===== src/rtl/io_buffer_loader.sv =====
// io_buffer_loader
//   Upstream feeder for the I/O line buffer. Packs WORDS_PER_LINE narrow host
//   words (valid/ready handshake) into one DATA_WIDTH-bit line and writes each
//   completed line to the buffer at an auto-incrementing, wrapping address.
//   One programmed burst of num_lines lines runs per start command.
//
//   Ports
//     clk, rst          clock / synchronous active-high reset
//     start             single-cycle burst start, honoured only when idle
//     base_addr         first line address (sampled on start)
//     num_lines         lines in burst (sampled on start), 0 = no-op burst
//     in_valid/in_ready/in_data   input word handshake
//     flush             (optional) terminate burst, writing a partial line
//     buf_write_enable, buf_addr, buf_data_in   buffer write port
//     busy              burst in progress
//     done              one-cycle pulse at burst end
//
//   Build option: define IO_BUFFER_LOADER_FLUSH_EN to add the flush input.
module io_buffer_loader #(
  parameter int ADDR_WIDTH = 6,
  parameter int DATA_WIDTH = 256,
  parameter int WORD_WIDTH = 32
) (
  input  logic                  clk,
  input  logic                  rst,
  input  logic                  start,
  input  logic [ADDR_WIDTH-1:0] base_addr,
  input  logic [ADDR_WIDTH:0]   num_lines,
  input  logic                  in_valid,
  output logic                  in_ready,
  input  logic [WORD_WIDTH-1:0] in_data,
`ifdef IO_BUFFER_LOADER_FLUSH_EN
  input  logic                  flush,
`endif
  output logic                  buf_write_enable,
  output logic [ADDR_WIDTH-1:0] buf_addr,
  output logic [DATA_WIDTH-1:0] buf_data_in,
  output logic                  busy,
  output logic                  done
);

  localparam int WORDS_PER_LINE = DATA_WIDTH / WORD_WIDTH;
  localparam int LANE_W = (WORDS_PER_LINE > 1) ? $clog2(WORDS_PER_LINE) : 1;

  typedef enum logic [1:0] {IDLE, FILL, WRITE, DONE} state_t;

  state_t                state_reg;
  logic [ADDR_WIDTH-1:0] cur_addr_reg;
  logic [ADDR_WIDTH:0]   lines_left_reg;
  logic [LANE_W-1:0]     lane_cnt_reg;
  logic [DATA_WIDTH-1:0] line_reg;
  logic                  in_ready_reg;
  logic                  buf_write_enable_reg;
  logic [ADDR_WIDTH-1:0] buf_addr_reg;
  logic [DATA_WIDTH-1:0] buf_data_in_reg;
  logic                  busy_reg;
  logic                  done_reg;
`ifdef IO_BUFFER_LOADER_FLUSH_EN
  logic                  term_reg;   // flush seen: burst ends after the pending write
`endif

  // in_ready_reg is only ever set in FILL, so a handshake implies FILL.
  logic                  hs;
  logic                  last_lane;
  logic [DATA_WIDTH-1:0] line_merged;
  logic                  fill_write;
  logic                  fill_done;
  logic                  last_line;

  assign hs        = in_valid & in_ready_reg;
  assign last_lane = (lane_cnt_reg == LANE_W'(WORDS_PER_LINE - 1));

  // Current line with the incoming word dropped into lane lane_cnt_reg.
  generate
    for (genvar gi = 0; gi < WORDS_PER_LINE; gi++) begin : g_lane
      assign line_merged[gi*WORD_WIDTH +: WORD_WIDTH] =
        (lane_cnt_reg == LANE_W'(gi)) ? in_data : line_reg[gi*WORD_WIDTH +: WORD_WIDTH];
    end
  endgenerate

  // FILL exit decisions. A flush with a word in the same cycle stores that
  // word first; a flush on an empty line ends the burst without a write.
  always_comb begin
    fill_write = hs & last_lane;
    fill_done  = 1'b0;
`ifdef IO_BUFFER_LOADER_FLUSH_EN
    if (flush) begin
      if (hs || lane_cnt_reg != '0) fill_write = 1'b1;
      else                          fill_done  = 1'b1;
    end
`endif
  end

`ifdef IO_BUFFER_LOADER_FLUSH_EN
  assign last_line = (lines_left_reg == (ADDR_WIDTH+1)'(1)) | term_reg;
`else
  assign last_line = (lines_left_reg == (ADDR_WIDTH+1)'(1));
`endif

  always_ff @(posedge clk) begin
    if (rst) begin
      state_reg            <= IDLE;
      cur_addr_reg         <= '0;
      lines_left_reg       <= '0;
      lane_cnt_reg         <= '0;
      line_reg             <= '0;
      in_ready_reg         <= 1'b0;
      buf_write_enable_reg <= 1'b0;
      buf_addr_reg         <= '0;
      buf_data_in_reg      <= '0;
      busy_reg             <= 1'b0;
      done_reg             <= 1'b0;
`ifdef IO_BUFFER_LOADER_FLUSH_EN
      term_reg             <= 1'b0;
`endif
    end else begin
      buf_write_enable_reg <= 1'b0;
      done_reg             <= 1'b0;
      case (state_reg)
        IDLE: begin
          if (start) begin
            cur_addr_reg   <= base_addr;
            lines_left_reg <= num_lines;
            busy_reg       <= 1'b1;
            if (num_lines == '0) begin
              state_reg <= DONE;
              done_reg  <= 1'b1;
            end else begin
              state_reg    <= FILL;
              in_ready_reg <= 1'b1;
            end
          end
        end
        FILL: begin
          if (hs) begin
            line_reg     <= line_merged;
            lane_cnt_reg <= lane_cnt_reg + LANE_W'(1);
          end
`ifdef IO_BUFFER_LOADER_FLUSH_EN
          if (flush) term_reg <= 1'b1;
`endif
          if (fill_write) begin
            state_reg            <= WRITE;
            in_ready_reg         <= 1'b0;
            buf_write_enable_reg <= 1'b1;
            buf_addr_reg         <= cur_addr_reg;
            buf_data_in_reg      <= hs ? line_merged : line_reg;
          end else if (fill_done) begin
            state_reg    <= DONE;
            in_ready_reg <= 1'b0;
            done_reg     <= 1'b1;
          end
        end
        WRITE: begin
          cur_addr_reg   <= cur_addr_reg + ADDR_WIDTH'(1);
          lines_left_reg <= lines_left_reg - (ADDR_WIDTH+1)'(1);
          line_reg       <= '0;
          lane_cnt_reg   <= '0;
          if (last_line) begin
            state_reg <= DONE;
            done_reg  <= 1'b1;
`ifdef IO_BUFFER_LOADER_FLUSH_EN
            term_reg  <= 1'b0;
`endif
          end else begin
            state_reg    <= FILL;
            in_ready_reg <= 1'b1;
          end
        end
        DONE: begin
          busy_reg  <= 1'b0;
          state_reg <= IDLE;
`ifdef IO_BUFFER_LOADER_FLUSH_EN
          term_reg  <= 1'b0;
`endif
        end
        default: state_reg <= IDLE;
      endcase
    end
  end

  assign in_ready         = in_ready_reg;
  assign buf_write_enable = buf_write_enable_reg;
  assign buf_addr         = buf_addr_reg;
  assign buf_data_in      = buf_data_in_reg;
  assign busy             = busy_reg;
  assign done             = done_reg;

endmodule

===== config.mk =====
export PLATFORM = sky130hd
export DESIGN_NAME = io_buffer_loader
export DESIGN_NICKNAME = d
export VERILOG_FILES = /design/src/rtl/io_buffer_loader.sv
export SDC_FILE = /design/constraint.sdc
export NUM_CORES = 1
export LEC_CHECK = 0
export ABC_AREA = 0
export BUFFER_PORTS_ARGS = -buffer_cell sky130_fd_sc_hd__buf_2
export CAP_MARGIN = 20
export CORE_ASPECT_RATIO = 0.9
export CORE_MARGIN = 4
export CORE_UTILIZATION = 26
export DETAILED_ROUTE_END_ITERATION = 12
export SLEW_MARGIN = 0
export SYNTH_ARGS = -nofsm -noshare
export SYNTH_HDL_FRONTEND = slang
export SYNTH_SLANG_ARGS = --single-unit

===== constraint.sdc =====
create_clock -name clk -period 5.25 [get_ports clk]
set_clock_uncertainty 0.15 [all_clocks]
set_input_delay 1.3125 -clock clk [delete_from_list [all_inputs] [get_ports clk]]
set_output_delay 1.3125 -clock clk [all_outputs]
set_load 0.02 [all_outputs]

## Yosys cells after proc, flatten, opt, wreduce, memory -nomap -nowiden

Cells that the tools add are included.

| word-level totals | value |
|---|---|
| bits in registers | 540 |
| output and inout port bits | 266 |

| cells by class | value |
|---|---|
| add/sub/neg operators | 3 |
| equality and inequality tests | 16 |
| mux-type cells | 33 |
| bitwise logic cells | 3 |
| reductions and logical operators | 14 |

Operators with widths:

| kind | number |
|---|---|
| $pmux W256 S2 | 1 |
| $mux W256 | 1 |
| $mux W32 | 8 |
| $pmux W7 S2 | 1 |
| $eq A3 B3 Y1 const B | 4 |
| $pmux W6 S2 | 1 |
| $ne A2 B2 Y1 const B | 5 |
| $reduce_and A2 Y1 | 5 |
| $mux W1 | 9 |
| $mux W2 | 4 |
| $pmux W2 S4 | 1 |
| $eq A7 B1 Y1 const B | 1 |
| $logic_not A7 Y1 | 1 |
| $mux W7 | 1 |
| $sub A7 B1 Y7 const B | 1 |
| $add A6 B1 Y6 const B | 1 |
| $eq A3 B2 Y1 const B | 2 |
| $mux W6 | 1 |
| $pmux W3 S2 | 1 |
| $reduce_bool A2 Y1 | 3 |
| $reduce_and A5 Y1 | 1 |
| $eq A2 B2 Y1 const B | 2 |
| $pmux W1 S2 | 2 |
| $add A3 B1 Y3 const B | 1 |
| 10 further kinds | 11 |

## Logic depth before layout (Yosys ltp)

| logic depth | value |
|---|---|
| depth after elaboration | 4 |
| depth in mapped cells | 10 |

## Least setup slack after synthesis

Ideal clock, no wire load.

| path | value |
|---|---|
| path kind | in2reg |
| start | input port num_lines[2] |
| end | register in_ready_reg, in the netlist in_ready |
| setup time | 0.129 ns |
| arrival time | 2.397 ns |
| required time | 4.971 ns |
| path slack | 2.574 ns |
| stages on the path | 4 |
| path buffers | 0 |
| path through | or4_1 nor4_1 a2111o_1 o32ai_1 |

| between the ends | value |
|---|---|
| cells in the longest elaborated chain, start to end | 3 |

RTL lines:

| what | line | text |
|---|---|---|
| start: declaration | 28 | `input logic [ADDR_WIDTH:0] num_lines,` |
| $logic_not A7 Y1 | 125 | `if (num_lines == '0) begin` |
| $ne A2 B2 Y1 (no line) | n/a |  |
| $reduce_and A5 Y1 (no line) | n/a |  |
| end signal: assignment | 130 | `in_ready_reg <= 1'b1;` |
| end signal: assignment | 144 | `in_ready_reg <= 1'b0;` |
| end signal: assignment | 150 | `in_ready_reg <= 1'b0;` |
| end: declaration | 52 | `logic in_ready_reg;` |

Every way passes these cells.
A chain may end at the register's enable or synchronous reset.

## Worst setup path in the final report

| path | value |
|---|---|
| start | input port in_valid |
| end | register line_reg[204] |

| between the ends | value |
|---|---|
| cells in the longest elaborated chain, start to end | 3 |

RTL lines:

| what | line | text |
|---|---|---|
| start: declaration | 29 | `input logic in_valid,` |
| $and A1 B1 Y1 | 70 | `assign hs = in_valid & in_ready_reg;` |
| $mux W256 | n/a |  |
| $pmux W256 S2 | n/a |  |
| end signal: assignment | 136 | `line_reg <= line_merged;` |
| end: declaration | 51 | `logic [DATA_WIDTH-1:0] line_reg;` |

Every way passes these cells.

==> impl_metrics.py <==
metrics = {
    "synthesis": {
        "syn_nets": 2021,
        "ys_ff_latch": 508,
        "synth_area_per_cell_um2": 10.02,
        "synth_edf_count": 0,
        "synth_cells": 1959,
        "ys_types": 45,
        "netlist_area_mm2": 0.01963,
        "yosys_warnings": 0,
        "seq_area_frac_synth_pct": 51.80,
        "async_flop_share_pct": 0,
        "ys.flop_type": "dfxtp_1",
    },
    "routing": {
        "wl_um": 66630,
        "route.detailed.drc": 0,
        "ant_nets": 0,
        "first_pass_iters": 5,
        "wire_per_inst_um": 21.05,
        "drtIter0Drc": 1076,
        "routed_via_density": 4.902,
        "vias": 15520,
    },
    "setup_path": {
        "start_kind": "input port",
        "worst_r2r_startpoint": "state_reg[0]",
        "critPathKind": "input port to register",
        "reg2reg_setup_slack_ns": 1.83,
        "worstPathRequired_ns": 5.64,
        "crit_start": "in_valid",
        "crit_path_end_kind": "register",
        "r2r_end": "line_reg[120]",
        "crit_fanout": 34,
        "reg2reg_depth": 6,
        "critPathArrivalTime_ns": 3.82,
        "crit_path_end": "line_reg[204]",
    },
    "cts": {
        "cts.sinks": 508,
        "hold_buffers": 0,
        "post_cts_buffers": 0,
        "clk_pin_slew_ns": 0.06,
        "cts_tree": "done",
        "cts-htree-levels": 2,
        "clockBufferDepth": 3,
        "clock_latency_ns": 0.61,
        "cts_made_buffers": 55,
        "cts_resized": 0,
        "root_buffer": "clkbuf_16",
    },
    "grt": {
        "antenna_found_initial": 2,
        "grt_pass1_vias": 14970,
        "grt_overflow_total": 0,
        "grt_use_total_pct": 15.95,
        "grt_max_degree": 122,
        "grt_pass1_wl_um": 98550,
    },
    "sta": {
        "drv_slew": 0,
        "slew_headroom_pct": 23.58,
        "hold_viol_final": 0,
        "fin_ws_ns": 1.822,
        "finalCriticalPeriod_ns": 3.428,
        "tightest_slew_ns": 1.144,
        "max_freq_ghz": 0.2917,
        "finalCritPeriodShare_pct": 65.29,
        "finalSetupViolations": 0,
        "tns_ns": 0,
        "rsz0062_at_grt": "false",
    },
    "power": {
        "powerDensity_mw_per_mm2": 365.7,
        "cell_internal_pwr_mw": 6.708,
        "power_leakage_nw": 10.23,
        "switching_power_mw": 2.090,
        "netSwitchingFraction_pct": 23.76,
        "ir_worst_vdd_mv": 0.2443,
        "p_clk_share_pct": 49.2,
        "combPwrFrac_pct": 6.1,
        "seqPwrFrac_pct": 44.6,
        "finalPower_mw": 8.798,
    },
    "floorplan": {
        "core-area_mm2": 0.07477,
        "die_w_um": 297.7,
        "die_y_um": 268.7,
        "dieArea_mm2": 0.07998,
        "io_pins": 315,
        "start_util_pct": 26.26,
        "row_count": 95,
    },
    "placement": {
        "place.port_buffers": 314,
        "dp_slack_ns": 1.276,
        "gp_congestion": 0.7445,
        "hpwl_um": 44390,
        "place_area_mm2": 0.02198,
    },
    "final_layout": {
        "layout_commonest_cell": "dfxtp_1",
        "largest_reg_flops": 256,
        "area_growth_pct": 22.52,
        "nFillCells": 7687,
        "design_area_mm2": 0.02405,
        "multi_input_area_mm2": 0.008643,
        "layout_common_cells": "508 x dfxtp_1, 313 x buf_2, 272 x nor2_1",
        "layout.nets": 2209,
        "drive_above_1_share_pct": 21.06,
        "ff_latch_area_mm2": 0.01017,
    },
    "min_path": {
        "hold_class": "register to register",
    },
    "outcome": {
        "outcome": "complete, no violations",
    },
    "job": {
        "maxCapViolCount": 0,
    },
}
-- synthesized netlist by cell type (all sizes together) (2+ instances only) --
cell type	n	area share [%]
a211oi	228	8.7
a21o	2	0.076
a21oi	65	1.7
a221oi	2	0.089
a22o	192	8.6
a22oi	33	1.3
a31oi	2	0.064
and3	3	0.096
buf	95	2.5
clkbuf	117	2.3
dfxtp	508	52
ha	13	0.83
inv	11	0.21
mux2i	226	12
nand2	92	1.8
nand2b	5	0.16
nand3	7	0.18
nand4	3	0.19
nand4b	4	0.18
nor2	278	5.3
nor2b	36	1.1
nor3	3	0.076
nor4	2	0.064
o21ai	11	0.28
o32ai	3	0.13
or3	2	0.064
or4	3	0.11
-- kinds of logic after synthesis --
logic type      count (synthesis)  share of synthesized area [%]
simple gates                  444                          9.687
flops                         508                          51.80
fa+ha+maj                      13                         0.8285
buf+inv                       223                          5.009
mux                           226                          11.52
compound gates                545                          21.15
-- critical path: stages --
cell and delay [ns]:
buf_2 0.26, nand4_4 0.79, nor2_4 1.15, a22o_1 0.28
-- area by class of cell --
cell class                 count  share of cell area (%)
antenna                        1                 0.01040
multi-input combinational   1228                   35.93
clock inverter                27                   1.717
inverter                      11                  0.1717
tap                          970                   5.046
clock buffer                  77                   6.783
timing repair buffer         343                   8.062
sequential                   508                   42.28
-- per-layer routing --
layer / vias up / global-route usage, % / routed length (µm)
li1: 7504 / - / -
met1: 7513 / 21.81 / 30900
met2: 420 / 25.40 / 29790
met3: 78 / 3.542 / 4435
met4: 0 / 4.636 / 1502
met5: - / 0 / 0
-- per-stage QoR --
step | instances | util (%) | hold WS, ns
global placement | 3055 | 29.30 | 0.2891
floorplan | 1959 | - | 0.2920
global route | 3165 | 32.17 | 0.3215
finish | 3165 | 32.17 | 0.2999
detailed placement | 3058 | 29.40 | 0.2939
CTS | 3162 | 32.13 | 0.3025
-- power by group through the flow --
stage	combinational, mW	clock (mW)	sequential (mW)
floorplan	0.340	0	4.00
global placement	0.532	0	4.01
detailed placement	0.541	0	4.01
CTS	0.544	4.44	3.93
global route	0.583	4.58	3.93
finish	0.541	4.33	3.93
-- worst min path at each step --
stage                     startpoint               end  slack (ns)  depth (start not counted)
global placement    buf_data_in[244]  buf_data_in[244]        0.29                          2
finish              buf_data_in[247]  buf_data_in[247]        0.30                          2
global route        buf_data_in[247]  buf_data_in[247]        0.32                          2
detailed placement  buf_data_in[248]  buf_data_in[248]        0.29                          2
floorplan              line_reg[150]     line_reg[150]        0.29                          1
CTS                 buf_data_in[248]  buf_data_in[248]        0.30                          2
(Power assumes the default switching activity.)
